File: src/rtl/coord_pio_pixel_sink.sv
// coord_pio_pixel_sink: turns toggle-committed HPS coordinate PIO words into
// range-checked RGB565 pixel writes, queued and issued over valid/ready.
// Optional build macro COORD_CLIP_EN: clamp out-of-range coordinates to the
// frame edge and write them instead of dropping and counting them.
module coord_pio_pixel_sink #(
    parameter int unsigned H_RES      = 640,
    parameter int unsigned V_RES      = 480,
    parameter int unsigned FIFO_DEPTH = 8,
    parameter int unsigned ADDR_W     = 19
) (
    input  logic              clk_clk,
    input  logic              reset_reset_n,
    input  logic [31:0]       x_coordinate_export,
    input  logic [31:0]       y_coordinate_export,
    output logic              pix_valid,
    input  logic              pix_ready,
    output logic [ADDR_W-1:0] pix_addr,
    output logic [15:0]       pix_data,
    output logic [15:0]       drop_count,
    output logic              overflow,
    output logic              busy
);

    localparam int unsigned X_W   = 10;
    localparam int unsigned Y_W   = 9;
    localparam int unsigned COL_W = 16;
    localparam int unsigned AW    = $clog2(FIFO_DEPTH);
    localparam int unsigned PTR_W = AW + 1;

    typedef struct packed {
        logic [ADDR_W-1:0] addr;
        logic [COL_W-1:0]  col;
    } pix_entry_t;

    // S0 capture
    logic [X_W-1:0]   s0_x;
    logic [Y_W-1:0]   s0_y;
    logic [COL_W-1:0] s0_col;
    logic             s0_tog;
    logic             tog_hist;
    logic             commit;

    // S1 / S2 pipeline
    logic             s1_valid;
    logic [X_W-1:0]   s1_x;
    logic [Y_W-1:0]   s1_y;
    logic [COL_W-1:0] s1_col;
    logic             x_ok;
    logic             y_ok;
    logic             s2_valid;
    logic [X_W-1:0]   s2_x;
    logic [Y_W-1:0]   s2_y;
    logic [COL_W-1:0] s2_col;
    logic [ADDR_W-1:0] s2_addr;

    // FIFO
    pix_entry_t       mem [FIFO_DEPTH];
    pix_entry_t       head;
    logic [PTR_W-1:0] wr_ptr;
    logic [PTR_W-1:0] rd_ptr;
    logic             fifo_empty;
    logic             fifo_full;
    logic             push;
    logic             pop;

    // Ignored PIO bits, collected so they are visibly consumed
    logic             unused_bits;
    assign unused_bits = ^{x_coordinate_export[15:10], y_coordinate_export[30:9]};

    // S0: register both export words every cycle, including during reset,
    // so the toggle history and S0 agree at release
    always_ff @(posedge clk_clk) begin
        s0_x   <= x_coordinate_export[X_W-1:0];
        s0_y   <= y_coordinate_export[Y_W-1:0];
        s0_col <= x_coordinate_export[31:16];
        s0_tog <= y_coordinate_export[31];
    end

    // Toggle history: seeded from the live bit in reset, then follows S0
    always_ff @(posedge clk_clk) begin
        if (!reset_reset_n) begin
            tog_hist <= y_coordinate_export[31];
        end else begin
            tog_hist <= s0_tog;
        end
    end

    assign commit = s0_tog ^ tog_hist;

    // S1: hold the committed coordinate for the range check
    always_ff @(posedge clk_clk) begin
        if (!reset_reset_n) begin
            s1_valid <= 1'b0;
        end else begin
            s1_valid <= commit;
        end
        s1_x   <= s0_x;
        s1_y   <= s0_y;
        s1_col <= s0_col;
    end

    assign x_ok = 32'(s1_x) < H_RES;
    assign y_ok = 32'(s1_y) < V_RES;

`ifdef COORD_CLIP_EN
    // S1->S2: clamp to the frame edge; nothing is ever dropped
    always_ff @(posedge clk_clk) begin
        if (!reset_reset_n) begin
            s2_valid   <= 1'b0;
            drop_count <= '0;
        end else begin
            s2_valid   <= s1_valid;
            drop_count <= '0;
        end
        s2_x   <= x_ok ? s1_x : X_W'(H_RES - 1);
        s2_y   <= y_ok ? s1_y : Y_W'(V_RES - 1);
        s2_col <= s1_col;
    end
`else
    // S1->S2: pass in-range commits, count the rest (saturating)
    always_ff @(posedge clk_clk) begin
        if (!reset_reset_n) begin
            s2_valid   <= 1'b0;
            drop_count <= '0;
        end else begin
            s2_valid <= s1_valid && x_ok && y_ok;
            if (s1_valid && !(x_ok && y_ok) && (drop_count != 16'hFFFF)) begin
                drop_count <= drop_count + 16'd1;
            end
        end
        s2_x   <= s1_x;
        s2_y   <= s1_y;
        s2_col <= s1_col;
    end
`endif

    // S2: linear address, shift-add for the standard 640-wide frame
    generate
        if (H_RES == 640) begin : g_addr_640
            assign s2_addr = (ADDR_W'(s2_y) << 9) + (ADDR_W'(s2_y) << 7) + ADDR_W'(s2_x);
        end else begin : g_addr_mul
            assign s2_addr = ADDR_W'(s2_y) * ADDR_W'(H_RES) + ADDR_W'(s2_x);
        end
    endgenerate

    assign fifo_empty = (wr_ptr == rd_ptr);
    assign fifo_full  = (wr_ptr[AW] != rd_ptr[AW]) &&
                        (wr_ptr[AW-1:0] == rd_ptr[AW-1:0]);
    assign pop        = !fifo_empty && pix_ready;
    // A pop in the same cycle frees the slot, so a full FIFO still accepts
    assign push       = s2_valid && (!fifo_full || pop);

    // FIFO pointers and sticky overflow
    always_ff @(posedge clk_clk) begin
        if (!reset_reset_n) begin
            wr_ptr   <= '0;
            rd_ptr   <= '0;
            overflow <= 1'b0;
        end else begin
            if (push) begin
                wr_ptr <= wr_ptr + PTR_W'(1);
            end
            if (pop) begin
                rd_ptr <= rd_ptr + PTR_W'(1);
            end
            if (s2_valid && fifo_full && !pop) begin
                overflow <= 1'b1;
            end
        end
    end

    // FIFO storage write
    always_ff @(posedge clk_clk) begin
        if (push) begin
            mem[wr_ptr[AW-1:0]] <= '{addr: s2_addr, col: s2_col};
        end
    end

    assign head      = mem[rd_ptr[AW-1:0]];
    assign pix_valid = !fifo_empty;
    assign pix_addr  = pix_valid ? head.addr : '0;
    assign pix_data  = pix_valid ? head.col  : '0;
    assign busy      = !fifo_empty || s1_valid || s2_valid;

endmodule

File: config.mk
export PLATFORM = sky130hd
export DESIGN_NAME = coord_pio_pixel_sink
export DESIGN_NICKNAME = d
export VERILOG_FILES = /design/src/rtl/coord_pio_pixel_sink.sv
export SDC_FILE = /design/constraint.sdc
export NUM_CORES = 1
export LEC_CHECK = 0
export CORE_UTILIZATION = 52
export DETAILED_ROUTE_END_ITERATION = 12
export PLACE_DENSITY = 0.8
export REMOVE_ABC_BUFFERS = 1
export SYNTH_ARGS = -nofsm -noshare
export SYNTH_HDL_FRONTEND = slang
export SYNTH_SLANG_ARGS = --single-unit
File: constraint.sdc
create_clock -name clk_clk -period 5.9 [get_ports clk_clk]
set_clock_uncertainty 0.2 [all_clocks]
set_input_delay 1.77 -clock clk_clk [delete_from_list [all_inputs] [get_ports clk_clk]]
set_output_delay 1.77 -clock clk_clk [all_outputs]
set_load 0.02 [all_outputs]
Word level (Yosys, flattened, before mapping)
Memories as Yosys holds them, arrays and structs flattened. A register that Yosys moved wholly into a read port is not among the register bits. Index checks and enable logic that the tools add are counted.

Eq/ne operators: 4. Multiplexer cells: 7. Bitwise gates (word level): 1. $lt $le $gt $ge: 2. Reduce and logical (&&, ||, !) cells: 17. $add $sub $neg: 5.

Operators with widths (number): adder 18 x 16 -> 19 bit (1); adder 19 x 10 -> 19 bit (1); two-way mux 19 bit (1); adder 16 x 1 -> 16 bit, second input constant (1); two-way mux 16 bit (1); inequality test 16 bit, second input constant (1); logical AND 1 bit (10); less-than comparator 10 bit, second input constant (1); less-than comparator 9 bit, second input constant (1); adder 4 x 1 -> 4 bit, second input constant (2); two-way mux 3 bit (2); == test 4 bit (1); zero test 1 bit (4); == test 3 bit (1); logical OR 1 bit (3); two-way mux 1 bit (3); inequality test 1 bit (1); XOR 1 bit (1).

Output and inout port bits: 54. Memory bits (writable): 280. Logic and storage cells: 54. Register bits: 134. Memories: 1. Input port bits: 67.

Memory list: mem (depth 8, bits a word 35, read ports 1, clocked after memory_dff 1, wr ports 1, RTL line 57) `pix_entry_t mem [FIFO_DEPTH];`.

Longest topological paths before layout
Gate-level depths: netlist (run 1).

Word-level depth: 7. Mapped depth: 7. Depth with buffers taken out: 7.

Worst setup path before layout (run 1)
OpenSTA, ideal clock, no wires.

Kind: in2reg. Start point: input port pix_ready. End point: memory mem[4][0] (netlist name), enable pin. Library setup time: 0.515 ns. Data required time: 5.185 ns. Data arrival time: 5.374 ns. Slack: -0.189 ns. Buffers on the path: 0. Stages on the path: 3. Path through: nand2b_1 o21ai_0 nor4_1.

Longest elaborated chain between the ends: 5.

Ends and longest elaborated chain: start, declared (RTL line 16) `input logic pix_ready,`; logical AND 1 bit (RTL line 149) `assign pop = !fifo_empty && pix_ready;`; logical OR 1 bit (RTL line 151) `assign push = s2_valid && (!fifo_full || pop);`; logical AND 1 bit (RTL line 151); two-way mux 1 bit (RTL line 174) `if (push) begin`; two-way mux 1 bit (not written as such) (RTL line 175) `mem[wr_ptr[AW-1:0]] <= '{addr: s2_addr, col: s2_col};`; end, declared (RTL line 57).

No other way between the ends.

==> impl_metrics.json, run 1 <==
{
  "grt_pass1_vias": 7240,
  "clock_path_buffers": 3,
  "comb_power_share_pct": 6.6,
  "rsz0062_at_grt": "no",
  "critPathTopFamily": "buffers and inverters",
  "ys_ff_latch": 417,
  "grt-ovfl-total": 0,
  "worstPathArrival_ns": 3.10,
  "slew_violations": 0,
  "start_util_pct": 53.1,
  "synth.distinct_cells": 55,
  "synth_seq_area_share_pct": 75.4,
  "htree_levels": 2,
  "cts_tree": "built",
  "switching_share_pct": 20.7,
  "drv_cap": 0,
  "worst_pin_slew_ns": 1.02,
  "hold_buffers": 0,
  "routedWlPerCell_um": 19.9,
  "dieArea_um2": 29100,
  "crit_buf_inv": 2,
  "crit_cells": 5,
  "final_net_count": 996,
  "setup_viol": 0,
  "num_vias": 7259,
  "area_growth_pct": 18.9,
  "cpMaxStageDelayCell": "dfxtp_4",
  "die_y_um": 171,
  "slowest_delay_ns": 0.64,
  "grt_use_total_pct": 18.7,
  "worstHoldPathType": "flip-flop to flip-flop",
  "worstPathRequired_ns": 3.93,
  "syn_inst": 792,
  "p_switching_w": 0.00130,
  "grt_pass1_wl_mm": 40.6,
  "seqPwrFrac_pct": 51.8,
  "irDropWorstVdd_mv": 0.277,
  "grt_max_degree": 71,
  "ys_warn_count": 0,
  "synth_edf_count": 280,
  "p_clk_share_pct": 41.7,
  "post_dp_cell_area_um2": 16200,
  "post-cts-setup-buffers": 0,
  "drc": 0,
  "routed_wl_mm": 26.3,
  "final_cell_mix": "edfxtp_1, dfxtp_1, clkdlybuf4s50_1",
  "numClockSinks": 417,
  "viasPerCell": 5.51,
  "hold_violations": 0,
  "drive_gt1_share_pct": 17.4,
  "fin_cells": 1317,
  "core_um2": 27900,
  "cts_root_buf": "clkbuf_16",
  "final_antenna_net_count": 0,
  "dp_cells": 1242,
  "drt-initial-drc-count": 649,
  "cellLeakagePower_nw": 5.78,
  "antenna_found_initial": 0,
  "insertion_delay_ns": 0.52,
  "final_common_cell": "edfxtp_1",
  "cts-resized-gates": 0,
  "first_pass_iters": 5,
  "synthArstFlopShare_pct": 0,
  "rows": 61,
  "status": "completed",
  "max_clock_freq_mhz": 197,
  "fin_area_um2": 17600,
  "path_cells": "buf_12, mux4_2, mux2i_1, nor2_1, clkdlybuf4s50_1",
  "slew_headroom_pct": 32.1,
  "synthFlopType": "edfxtp_1",
  "crit_path_end_kind": "output pin",
  "cts_made_buffers": 41,
  "die_w_um": 171,
  "synth.avg_cell_area_um2": 18.7,
  "hpwl_mm": 13.9,
  "p_int_w": 0.00498,
  "post-route-min-period_ns": 5.07,
  "path_max_fanout": 50,
  "whs_path_depth": 0,
  "cellPowerDensity_nw_per_um2": 357,
  "critPathLaunchType": "flip-flop",
  "reg2reg_slack_ns": 2.99,
  "clkTransAtPathRegs_ns": 0.06,
  "syn_area_um2": 14800,
  "port_buffers": 92,
  "critPathKind": "flip-flop to output pin",
  "r2r.worst_path.cells": 5,
  "diodes": 0,
  "io_pins": 121,
  "gp_congestion": 0.771,
  "fin_crit_sh_pct": 86.0
}
==> cell usage after synthesis (all sizes together), types with 2 or more instances <==
library cell | n | area, um^2
nand2 | 15 | 56.3
xnor2 | 7 | 61.3
inv | 9 | 33.8
nor3 | 6 | 30.0
o211ai | 2 | 15.0
o41ai | 4 | 42.6
clkbuf | 20 | 75.1
nor4 | 5 | 37.5
mux2i | 41 | 410
nor4b | 2 | 23.8
a21oi | 19 | 95.1
nand2b | 6 | 37.5
ha | 20 | 250
mux4 | 70 | 1580
buf | 13 | 62.6
nand4 | 6 | 43.8
or3 | 7 | 43.8
or4 | 8 | 60.1
xor2 | 6 | 52.6
nor2b | 3 | 18.8
and4 | 5 | 43.8
nor2 | 47 | 176
o31ai | 8 | 60.1
dfxtp | 137 | 2740
fa | 2 | 40.0
and3 | 5 | 31.3
a21o | 2 | 15.0
nand3 | 9 | 45.0
edfxtp | 280 | 8410
o21ai | 9 | 45.0
==> final cells by class <==
class	instances	area, um^2
Tap cell	378	473
Clock buffer	55	1140
Fill cell	1881	10300
Clock inverter	20	240
Inverter	9	33.8
Timing Repair Buffer	105	1030
Sequential cell	417	11200
Multi-Input combinational cell	333	3510
==> worst reg2reg max path: cells and delay by family, from the launching register on <==
kind	cells	cell delay, ns
DFF	1	0.54
buffers and inverters	1	0.49
and+or+nand+nor	2	0.46
AOI/OAI and AO/OA	1	0.42
xor gates and xnor gates	1	0.36
==> flip-flops by register name, indices dropped and copies added (netlist names), 10 cells and up, named ones only <==
| register | count |
|---|---|
| drop_count | 16 |
| s1_col | 16 |
| s2_x | 10 |
| s0_x | 10 |
| s2_col | 16 |
| s0_col | 16 |
| mem | 280 |
| s1_x | 10 |
==> per-stage QoR <==
stage	power, W	setup slack [ns]	hold slack (ns)	setup TNS, ns	util, %
finish	0.00629	0.826	0.120	0	63.1
global route	0.00649	0.633	0.127	0	63.1
CTS	0.00633	0.728	0.117	0	63.1
detailed placement	0.00373	1.30	0.112	0	58.2
global placement	0.00371	1.33	0.111	0	58.2
floorplan	0.00356	-0.655	0.110	-13.87	-
==> path summary, 6_finish.rpt <==
check,endpoint,startpoint
worst max-delay path,pix_addr[11],flip-flop
worst min-delay path,s2_col[12]$_DFF_P_,s1_col[12]$_DFF_P_
worst max register to register,mem[2][24]$_DFFE_PP_,wr_ptr[0]$_SDFFE_PN0P_
worst min register to register,s2_col[12]$_DFF_P_,s1_col[12]$_DFF_P_
==> power by group through the flow <==
stage | sequential (W) | clock [W] | combinational (W)
finish | 0.00325 | 0.00262 | 0.000412
global route | 0.00326 | 0.00279 | 0.000445
CTS | 0.00325 | 0.00266 | 0.000417
detailed placement | 0.00332 | 0 | 0.000413
global placement | 0.00331 | 0 | 0.000401
floorplan | 0.00332 | 0 | 0.000249
==> metal layers <==
metal  routed length (um)  vias up  GRT usage (%)
li1                     -     3358              -
met1                11100     3650           24.5
met2                13200      199           31.7
met3                 1400       52           3.40
met4                  614        0           5.84
met5                    0        -              0
==> cells by family after synthesis <==
| logic type | count (synthesis) | synth area share, % |
|---|---|---|
| flops | 417 | 75.4 |
| compound gates | 56 | 2.53 |
| mux | 112 | 13.5 |
| xor+xnor | 13 | 0.770 |
| fa+ha+maj | 22 | 1.96 |
| buf+inv | 42 | 1.16 |
| simple gates | 130 | 4.69 |
Note: power is estimated with default switching activity, not from simulation.
==> run 2: changes to the inputs <==
- GPL_TIMING_DRIVEN: unset -> 0
==> run 2 against run 1 <==
Fmax fell by 5.2%; count of clock-buffer cells in the layout decreased by 3; setup slack worse by 0.28 ns; final area is 2.3% higher; die area unchanged; critical path type unchanged; largest power group unchanged; highest routed layer unchanged.
==> impl_metrics.json, run 2 (synthesized netlist as in run 1, its figures left out) <==
{
  "drv_cap": 0,
  "clock_path_buffers": 3,
  "fin_setup_tns_ns": 0,
  "worst_pin_slew_ns": 0.896,
  "num_vias": 7462,
  "cts_root_buf": "clkbuf_16",
  "drc": 0,
  "fin_crit_sh_pct": 90.7,
  "post_dp_cell_area_um2": 16500,
  "p_int_w": 0.00511,
  "final_common_cell": "edfxtp_1",
  "final_cell_mix": "edfxtp_1, dfxtp_1, clkdlybuf4s50_1",
  "post-route-min-period_ns": 5.35,
  "hpwl_mm": 16.3,
  "gp_congestion": 0.769,
  "rsz0062_at_grt": "no",
  "area_growth_pct": 21.7,
  "drive_gt1_share_pct": 19.8,
  "grt_pass1_wl_mm": 42.3,
  "final_antenna_net_count": 0,
  "die_y_um": 171,
  "diodes": 0,
  "worstHoldPathType": "flip-flop to flip-flop",
  "viasPerCell": 5.57,
  "grt_use_total_pct": 19.6,
  "routed_wl_mm": 27.6,
  "cellLeakagePower_nw": 5.97,
  "insertion_delay_ns": 0.54,
  "die_w_um": 171,
  "hold_buffers": 0,
  "irDropWorstVdd_mv": 0.212,
  "r2r.worst_path.cells": 7,
  "cts-resized-gates": 0,
  "clkTransAtPathRegs_ns": 0.06,
  "max_clock_freq_mhz": 187,
  "critPathLaunchType": "flip-flop",
  "io_pins": 121,
  "htree_levels": 2,
  "setup_viol": 0,
  "path_max_fanout": 11,
  "grt_pass1_vias": 7521,
  "worstPathRequired_ns": 3.93,
  "slew_violations": 0,
  "status": "completed",
  "p_clk_share_pct": 42.9,
  "hold_violations": 0,
  "cts_tree": "built",
  "start_util_pct": 53.1,
  "cellPowerDensity_nw_per_um2": 358,
  "cts_made_buffers": 42,
  "grt-ovfl-total": 0,
  "power.total_w": 0.00644,
  "seqPwrFrac_pct": 50.6,
  "routedWlPerCell_um": 20.6,
  "critPathKind": "flip-flop to output pin",
  "grt_max_degree": 55,
  "switching_share_pct": 20.7,
  "final_net_count": 1019,
  "port_buffers": 92,
  "crit_path_end_kind": "output pin",
  "core_um2": 27900,
  "first_pass_iters": 5,
  "post-cts-setup-buffers": 0,
  "drt-initial-drc-count": 693,
  "largest_reg_flops": 280,
  "worstPathArrival_ns": 3.38,
  "fill_cells": 1849,
  "antenna_found_initial": 0,
  "whs_path_depth": 0,
  "dieArea_um2": 29100,
  "slew_headroom_pct": 39.8,
  "numClockSinks": 417,
  "holdWs_ns": 0.124,
  "fin_area_um2": 18000,
  "p_switching_w": 0.00133,
  "comb_power_share_pct": 6.5,
  "rows": 61
}
## run 2: cell types whose count changed in the layout (fill, tap and decap cells not counted), moves of 2 or more
| cell | before | now |
|---|---|---|
| clkbuf_8 | 6 | 2 |
| buf_6 | 0 | 12 |
| clkinv_1 | 4 | 2 |
| clkinvlp_4 | 1 | 3 |
| buf_4 | 12 | 15 |
| bufinv_16 | 5 | 8 |
| buf_12 | 1 | 4 |
| buf_16 | 0 | 4 |
| clkinv_2 | 4 | 6 |
## run 2: cell type report
cell class | count | area, um^2 | share of cell area [%]
Sequential cell | 417 | 11200 | 62.0
Multi-Input combinational cell | 333 | 3510 | 19.5
Timing Repair Buffer | 127 | 1360 | 7.55
Clock buffer | 52 | 1110 | 6.17
Tap cell | 378 | 473 | 2.63
Clock inverter | 24 | 349 | 1.94
Inverter | 9 | 33.8 | 0.188
## run 2: final timing paths
path,startpoint,to,slack (ns)
setup / recovery,wr_ptr[0]$_SDFFE_PN0P_,pix_data[13],0.55
hold / removal,s0_col[14]$_DFF_P_,s1_col[14]$_DFF_P_,0.12
setup reg to reg,wr_ptr[0]$_SDFFE_PN0P_,mem[6][10]$_DFFE_PP_,2.57
hold reg to reg,s0_col[14]$_DFF_P_,s1_col[14]$_DFF_P_,0.12
## run 2: metal layers
metal	vias to the layer above	track usage, %	share of wire (%)
met3	61	3.19	5.7
met1	3775	26.6	42
met5	-	0	0
met2	235	32.0	49
met4	0	7.83	3.0
li1	3391	-	-
## run 2: metrics by stage
| stage | util, % | setup slack (ns) | std cells |
|---|---|---|---|
| floorplan | - | -0.655 | 759 |
| global placement | 57.6 | -4.26 | 1229 |
| detailed placement | 59.4 | 1.12 | 1264 |
| CTS | 64.6 | 0.523 | 1340 |
| global route | 64.6 | 0.388 | 1340 |
| finish | 64.6 | 0.547 | 1340 |
## run 2: power by group through the flow
stage	registers (W)	clock network (W)	logic [W]
2_1_floorplan	0.00332	0	0.000249
3_3_place_gp	0.00333	0	0.000392
3_5_place_dp	0.00332	0	0.000418
4_1_cts	0.00326	0.00281	0.000423
5_1_grt	0.00326	0.00292	0.000451
6_report	0.00326	0.00276	0.000419
## run 2: critical path, cell delays in order (launching register included)
cell and delay, ns:
dfxtp_1 0.56, xor2_1 0.23, nor4_2 0.59, buf_4 0.30
buf_4 0.21, buf_4 0.20, buf_4 0.17, nor2_1 0.05
clkdlybuf4s50_1 0.53
==> run 3: changes to the inputs <==
- PLACE_DENSITY: 0.8 -> 0.75
- clock period: 5.9 -> 4.5 ns (I/O delays scaled with it)
==> run 3 against run 2 <==
Count of clock-buffer cells in the layout increased by 16; sequential share of layout area increased by 0.25 points; setup slack got worse by 0.41 ns; routed wire length decreased by 2.6%; final cell count unchanged; critical endpoint is now pix_addr[14].
==> impl_metrics.json, run 3 (synthesized netlist as in run 1, its figures left out) <==
{
  "status": "completed",
  "htree_levels": 2,
  "reg2reg_slack_ns": 1.41,
  "fin_crit_sh_pct": 97.0,
  "crit_path_end_kind": "output pin",
  "worstPathArrival_ns": 2.82,
  "io_pins": 121,
  "drc": 0,
  "viasPerCell": 5.54,
  "place_ws_ns": 0.295,
  "die_y_um": 171,
  "cts_made_buffers": 41,
  "path_max_fanout": 11,
  "timing.final.ws_setup_ns": 0.134,
  "hpwl_mm": 16.0,
  "routed_wl_mm": 26.9,
  "first_pass_iters": 4,
  "fill_cells": 1851,
  "core_um2": 27900,
  "numClockSinks": 417,
  "grt_pass1_vias": 7551,
  "final_antenna_net_count": 0,
  "start_util_pct": 53.1,
  "post-route-util_pct": 64.4,
  "cpMaxStageDelayCell": "clkdlybuf4s50_1",
  "critPathKind": "flip-flop to output pin",
  "final_net_count": 1018,
  "insertion_delay_ns": 0.53,
  "p_int_w": 0.00640,
  "clock_path_buffers": 3,
  "seqPwrFrac_pct": 52.5,
  "p_clk_share_pct": 40.3,
  "fin_cells": 1340,
  "grt_pass1_wl_mm": 41.8,
  "worstPathRequired_ns": 2.95,
  "gp_congestion": 0.758,
  "cts_tree": "built",
  "routedWlPerCell_um": 20.1,
  "grt_use_total_pct": 19.1,
  "slowest_delay_ns": 0.65,
  "port_buffers": 92,
  "grt_max_degree": 52,
  "rsz0062_at_grt": "no",
  "drv_cap": 0,
  "final_common_cell": "edfxtp_1",
  "antenna_found_initial": 0,
  "path_cells": "xor2_2, nor4_4, buf_4, buf_4, buf_4, nor2_1, clkdlybuf4s50_1",
  "rr_endpoint": "mem[5][0]$_DFFE_PP_",
  "worstHoldPathType": "flip-flop to flip-flop",
  "cellPowerDensity_nw_per_um2": 452,
  "final_cell_mix": "edfxtp_1, dfxtp_1, clkdlybuf4s50_1",
  "cellLeakagePower_nw": 5.92,
  "critPathLaunchType": "flip-flop",
  "r2r.worst_path.cells": 7,
  "p_switching_w": 0.00172,
  "drive_gt1_share_pct": 19.3,
  "setup_viol": 0,
  "min-delay-start": "s0_col[4]$_DFF_P_",
  "largest_reg_flops": 280,
  "dp_cells": 1261,
  "diodes": 0,
  "r2r_start": "wr_ptr[0]$_SDFFE_PN0P_",
  "slew_violations": 0,
  "grt-ovfl-total": 0,
  "path_common_cell": "buf_4",
  "num_vias": 7419,
  "hold_buffers": 0,
  "rows": 61,
  "switching_share_pct": 21.1,
  "post-route-min-period_ns": 4.37,
  "cts_root_buf": "clkbuf_16",
  "max_clock_freq_mhz": 229,
  "hold_violations": 0,
  "irDropWorstVdd_mv": 0.289,
  "worst_pin_slew_ns": 0.911,
  "whs_path_depth": 0,
  "drt-initial-drc-count": 600,
  "comb_power_share_pct": 7.3,
  "clkTransAtPathRegs_ns": 0.06,
  "area_growth_pct": 21.2,
  "slew_headroom_pct": 39.0,
  "die_w_um": 171,
  "min_to": "s1_col[4]$_DFF_P_",
  "dieArea_um2": 29100
}
[run 3: repair_timing]
action,4_1_cts,5_1_grt
gates cloned,1,1
endpoints found under the setup margin,28,22
gates resized for setup,6,3
pin swaps,0,1
buffers inserted,0,1
[run 3: stage by stage]
step	setup TNS [ns]	cell area, um^2	total power [W]	hold WS, ns
6_report	0	17900	0.00811	0.114
5_1_grt	0	17900	0.00839	0.113
4_1_cts	0	17900	0.00818	0.118
3_5_place_dp	0	16500	0.00491	0.112
3_3_place_gp	-878.66	16000	0.00489	0.111
2_1_floorplan	-134.38	14700	0.00467	0.110
[run 3: cell type report]
type,count,area (um^2),share of cell area [%]
clock buffer,68,1250,6.97
clock inverter,8,61.3,0.342
inverter,9,33.8,0.188
multi-input combinational,333,3560,19.9
sequential,417,11200,62.3
tap,378,473,2.64
timing repair buffer,127,1390,7.73
[run 3: power by group through the flow]
stage / logic [W] / clock network (W) / registers, W
finish: 0.000590 / 0.00327 / 0.00425
global route: 0.000638 / 0.00349 / 0.00426
CTS: 0.000588 / 0.00333 / 0.00425
detailed placement: 0.000573 / 0 / 0.00433
global placement: 0.000521 / 0 / 0.00437
floorplan: 0.000327 / 0 / 0.00435
[run 3: worst max-delay path by stage]
| stage | start | to | slack (ns) | cells after the start |
|---|---|---|---|---|
| CTS | wr_ptr[2]$_SDFFE_PN0P_ | pix_addr[14] | 0.03 | 7 |
| finish | wr_ptr[0]$_SDFFE_PN0P_ | pix_addr[14] | 0.13 | 7 |
| global placement | wr_ptr[0]$_SDFFE_PN0P_ | busy | -5.70 | 5 |
| global route | wr_ptr[0]$_SDFFE_PN0P_ | pix_addr[14] | 0.03 | 7 |
| detailed placement | wr_ptr[0]$_SDFFE_PN0P_ | pix_addr[14] | 0.29 | 7 |
| floorplan | wr_ptr[0]$_SDFFE_PN0P_ | busy | -1.63 | 4 |
[run 3: critical path: cells and delay by family, from the launching register on]
kind                      cells  cell delay (ns)
buffers and inverters         4             1.22
DFF                           1             0.46
xor gates and xnor gates      1             0.30
and+or+nand+nor               2             0.30
[run 3: per-layer routing]
layer / global-route usage, % / share of wire [%]
met1: 26.3 / 43
met2: 31.3 / 49
met3: 4.14 / 5.9
met4: 4.50 / 1.3
met5: 0 / 0
